File: src/rtl/global_avgpool_8x8_128ch.sv
// Global average pool over a 128ch x 8x8 map of 4-bit ReLU6 codes.
// Triggers the conv stage, streams its buffer, keeps one Q4.4 mean per channel.
//
// Ports:
//   clk, reset      clock; synchronous active-high reset
//   start           1-cycle run request, taken only when idle
//   image_index     image select, forwarded as up_image_index
//   busy, done      run in progress; 1-cycle completion pulse
//   up_start        1-cycle trigger to the conv stage
//   up_done         conv stage completion pulse
//   up_read_addr    registered read address, ch*PIX + pixel
//   up_read_data    data for the address issued RD_LAT cycles earlier
//   res_addr        result RAM read address
//   res_data        result RAM data, 1-cycle latency
module global_avgpool_8x8_128ch #(
  parameter int CH     = 128,
  parameter int PIX    = 64,
  parameter int DW     = 4,
  parameter int OW     = 8,
  parameter int RD_LAT = 1
) (
  input  logic                  clk,
  input  logic                  reset,
  input  logic                  start,
  input  logic [4:0]            image_index,
  output logic                  busy,
  output logic                  done,
  output logic                  up_start,
  output logic [4:0]            up_image_index,
  input  logic                  up_done,
  output logic [31:0]           up_read_addr,
  input  logic [DW-1:0]         up_read_data,
  input  logic [$clog2(CH)-1:0] res_addr,
  output logic [OW-1:0]         res_data
);

  localparam int LOG2_PIX = $clog2(PIX);
  localparam int TOT      = CH * PIX;
  localparam int AW       = $clog2(TOT);
  localparam int CW       = $clog2(CH);
  localparam int ACCW     = $clog2(PIX * 6 + 1);

  typedef enum logic [2:0] {
    IDLE,
    START_UP,
    WAIT_UP,
    READ,
    DRAIN,
    DONE
  } state_t;

  state_t          state;
  logic [AW-1:0]   cnt;
  logic [1:0]      dcnt;
  logic [AW-1:0]   pa [RD_LAT];
  logic [RD_LAT-1:0] pv;
  logic [ACCW-1:0] acc;
  logic [OW-1:0]   ram [CH];

  logic                beat_v;
  logic [AW-1:0]       beat_a;
  logic [LOG2_PIX-1:0] pix;
  logic [CW-1:0]       ch;
  logic [DW-1:0]       d;
  logic [ACCW-1:0]     sum;
  logic [ACCW:0]       rnd;
  logic [OW-1:0]       mean;

  assign up_image_index = image_index;
  assign up_read_addr   = 32'(cnt);

  // Oldest pipeline slot lines up with up_read_data.
  assign beat_v = pv[RD_LAT-1];
  assign beat_a = pa[RD_LAT-1];
  assign pix    = beat_a[LOG2_PIX-1:0];
  assign ch     = beat_a[AW-1:LOG2_PIX];

  assign d    = (up_read_data > DW'(6)) ? DW'(6) : up_read_data;
  assign sum  = acc + ACCW'(d);
  // mean*16 = sum*16/64 = sum/4, rounded half-up.
  assign rnd  = {1'b0, sum} + (ACCW + 1)'(2);
  assign mean = OW'(rnd >> 2);

  always_ff @(posedge clk) begin
    if (reset) begin
      state    <= IDLE;
      busy     <= 1'b0;
      done     <= 1'b0;
      up_start <= 1'b0;
      cnt      <= '0;
      dcnt     <= '0;
    end else begin
      up_start <= 1'b0;
      done     <= 1'b0;
      unique case (state)
        IDLE: begin
          if (start) begin
            state    <= START_UP;
            busy     <= 1'b1;
            up_start <= 1'b1;
          end
        end
        START_UP: state <= WAIT_UP;
        WAIT_UP: begin
          if (up_done) begin
            state <= READ;
            cnt   <= '0;
          end
        end
        READ: begin
          if (cnt == AW'(TOT - 1)) begin
            state <= DRAIN;
            dcnt  <= '0;
          end else begin
            cnt <= cnt + AW'(1);
          end
        end
        DRAIN: begin
          if (dcnt == 2'(RD_LAT - 1)) begin
            state <= DONE;
            done  <= 1'b1;
          end else begin
            dcnt <= dcnt + 2'd1;
          end
        end
        DONE: begin
          state <= IDLE;
          busy  <= 1'b0;
        end
        default: state <= IDLE;
      endcase
    end
  end

  // Reset clears the valid bits, cancelling reads still in flight.
  always_ff @(posedge clk) begin
    if (reset) begin
      pv <= '0;
      for (int i = 0; i < RD_LAT; i++) pa[i] <= '0;
    end else begin
      pv[0] <= (state == READ);
      pa[0] <= cnt;
      for (int i = 1; i < RD_LAT; i++) begin
        pv[i] <= pv[i-1];
        pa[i] <= pa[i-1];
      end
    end
  end

  always_ff @(posedge clk) begin
    if (reset) begin
      acc <= '0;
    end else if (beat_v) begin
      acc <= (pix == '0) ? ACCW'(d) : sum;
    end
  end

  // Contents survive reset; only a live beat writes.
  always_ff @(posedge clk) begin
    if (!reset && beat_v && pix == LOG2_PIX'(PIX - 1)) begin
      ram[ch] <= mean;
    end
  end

  always_ff @(posedge clk) begin
    if (reset) begin
      res_data <= '0;
    end else begin
      res_data <= ram[res_addr];
    end
  end

endmodule

File: config.mk
export PLATFORM = sky130hd
export DESIGN_NAME = global_avgpool_8x8_128ch
export DESIGN_NICKNAME = d
export VERILOG_FILES = /design/src/rtl/global_avgpool_8x8_128ch.sv
export SDC_FILE = /design/constraint.sdc
export NUM_CORES = 1
export LEC_CHECK = 0
export ABC_AREA = 1
export BUFFER_PORTS_ARGS = -buffer_cell sky130_fd_sc_hd__buf_2
export CAP_MARGIN = 20
export CORE_MARGIN = 8
export CORE_UTILIZATION = 51
export CTS_CLUSTER_SIZE = 8
export DETAILED_ROUTE_END_ITERATION = 12
export PLACE_DENSITY = 0.81
export SYNTH_ARGS = -nofsm -noshare
export SYNTH_HDL_FRONTEND = slang
export SYNTH_SLANG_ARGS = --single-unit
File: constraint.sdc
create_clock -name clk -period 8.7 [get_ports clk]
set_clock_uncertainty 0.2 [all_clocks]
set_input_delay 0.435 -clock clk [delete_from_list [all_inputs] [get_ports clk]]
set_output_delay 0.435 -clock clk [all_outputs]
set_load 0.03 [all_outputs]
==> results.toml <==
[place]
place.gp.congestion = 0.885
dp.cells = 4893
post-dp-hpwl_um = 58700
dpl_cell_area_mm2 = 0.0451
port_buffers = 38

[route]
ant_nets = 0
routed_wl_um = 110000
first_pass_iters = 7
drt_iter0_drc = 4786
viasPerCell = 5.99
drcViolationCount = 0
route.vias.total = 30600
wire_per_inst_um = 21.5

[clocking]
clkTransAtPathRegs_ns = 0.05
cts_sinks = 1076
htree_num_levels = 4
cts_root_buf = "clkbuf_16"
insertion_delay_ns = 0.74
cts_tree = "yes"
post_cts_buffers = 0
numCtsBuffers = 153
clockBufferDepth = 3

[pwr]
power_density_mw_per_mm2 = 245
p_leak_nw = 17.6
vdd_drop_max_mv = 0.230

[cells_and_area]
layout.cells.non_filler = 5102
register_area_mm2 = 0.0318
fillCellCount = 6542
nets = 3933
syn2layout_area_growth_pct = 11.2
drive_gt1_frac = 0.0671
multi_input_area_mm2 = 0.0112
antenna_cells = 0
design_area_mm2 = 0.0494

[synthesis]
synthAdderAreaFrac = 0.00242
synth.area.mux_share = 0
synth_top_family_by_area = "simple AND/OR/NAND/NOR gates"
synth_area_per_cell_um2 = 11.4
ys_seq_area_frac = 0.715
synthCells = 3916
netlist_area_mm2 = 0.0445
synth_cell_type_count = 35
synth-compound-area-share = 0.00521
synthSimpleGateAreaFrac = 0.237
yosys_warnings = 0
synth_seq_cells = 1076
synthXorXnorAreaFrac = 0.00236

[floorplanning]
dieArea_mm2 = 0.0969
start_util = 0.513
num_io_pins = 68
rows = 108
die_y_um = 311
core_mm2 = 0.0866
die_w_um = 311

[timing]
maxSlewViolCount = 0
worst_slew_pin_slew_ns = 1.16
relSlewSlack = 0.227
finalCriticalPeriod_ns = 4.71
setup_violations = 0
timing_hold_violations_final = 0
finalCritPeriodShare = 0.541
rsz0062_at_grt = "false"
tns_ns = 0
max_freq_ghz = 0.212

[worst_hold_path]
hold_class = "primary input to register"

[critical_path]
worst_setup_path_start_kind = "primary input"
worstSetupPathType = "primary input to register"
worst-path-max-fanout = 92
crit_required_ns = 8.89
setup.worst_path.end_class = "register"
crit_arrival_ns = 4.90

[run_status]
status = "finished, final reports clean"

[global_route]
antenna_found_initial = 1
overflow = 0
grt_pass1_wl_um = 167000
grt_start_max_net_pins = 210
grt_pass1_vias = 29700
track_usage = 0.218

[job]
cap_violations = 0
layout by cell type (no fill, tap or decap), drive strengths merged, types with 3 or more instances in the layout:
master,n
nand2,1265
edfxtp,1024
nand3,963
nor2,197
clkbuf,183
inv,70
buf,67
dfxtp,52
a21oi,25
conb,20
nand4,12
xor2,10
clkinv,10
dlygate4sd3,9
nor3,8
o21ai,7
ha,7
or2,4
o211ai,3
path summary, 6_finish.rpt:
path                        start           to  slack [ns]  depth (start not counted)
hold reg to reg           dcnt[1]      dcnt[1]        0.27                          2
hold / removal    up_read_data[0]       acc[0]        0.04                          7
setup / recovery  up_read_data[1]  ram[116][4]        3.99                         13
setup reg to reg           acc[0]  ram[116][4]        4.31                          8
Yosys cell counts, drive strengths merged:
library cell / count / area [µm²]
xor2: 10 / 87.6
edfxtp: 1024 / 30700
o211ai: 3 / 22.5
a211oi: 2 / 15.0
or4: 1 / 11.3
buf: 216 / 1280
nor4: 1 / 6.26
xnor2: 2 / 17.5
nand4: 12 / 75.1
clkbuf: 46 / 173
a21boi: 1 / 11.3
ha: 7 / 87.6
nor2: 197 / 757
dfxtp: 52 / 1040
conb: 1 / 3.75
o31ai: 1 / 7.51
clkinv: 1 / 3.75
a21oi: 25 / 125
o21ai: 7 / 35.0
nand3: 963 / 4860
inv: 64 / 240
nor3: 8 / 45.0
o21bai: 2 / 15.0
or2: 4 / 25.0
nand2: 1265 / 4750
fa: 1 / 20.0
cell type report:
type	count	share of cell area
multi-input combinational	2532	0.226
clock buffer	182	0.0801
inverter	65	0.00531
sequential	1076	0.643
clock inverter	15	0.00440
timing repair buffer	77	0.0124
tap	1155	0.0292
cell families (layout without fill, tap and decap cells):
group,Yosys count,after routing
DFF,1076,1076
AOI/OAI and AO/OA,41,41
xor gates and xnor gates,12,12
adders and majority gates,8,8
other,1,20
buffers and inverters,327,339
and+or+nand+nor,2451,2451
registers in the layout (all words and copies together), names as in the netlist:
register,flops
ram,1024
cnt,13
pa,13
acc,9
res_data,8
state,3
dcnt,2
beat_v,1
busy,1
done,1
up_start,1
where the power goes:
part / internal (W) / switching [W]
Combinational: 0.000193 / 0.000732
Clock: 0.00317 / 0.00209
Sequential: 0.00589 / 0.0000185
Total: 0.00926 / 0.00284
metrics by stage:
stage	utilization	worst slack [ns]	hold slack [ns]	total power [W]
2_1_floorplan	-	0.516	0.240	0.00663
3_3_place_gp	0.521	4.08	0.253	0.00687
3_5_place_dp	0.521	3.92	0.253	0.00690
4_1_cts	0.570	4.14	0.00683	0.0121
5_1_grt	0.571	3.81	0.0409	0.0124
6_report	0.571	3.99	0.0415	0.0121
repair_timing:
| action | in CTS | in global routing |
|---|---|---|
| hold buffers | 9 | 0 |
| endpoints found under the hold margin | 21 | 0 |
| resized for setup | 0 | 0 |
worst max-delay path, cell delays in order:
cell and delay [ns]:
dlygate4sd3_1 0.54, buf_2 0.13, nand2_1 0.06, nand2_1 0.05
nor2_1 0.14, ha_1 0.21, inv_1 0.07, fa_1 0.43
xnor2_1 0.35, nand3_1 0.29, nor3_1 0.51, xor2_4 0.72
buf_4 0.80
layer usage:
layer  GRT usage  part of all wire
met1       0.283              0.37
met4      0.0871             0.036
met3      0.0584              0.12
met5           0           0.00015
met2       0.349              0.47
Note: power is estimated with default switching activity, not from simulation.
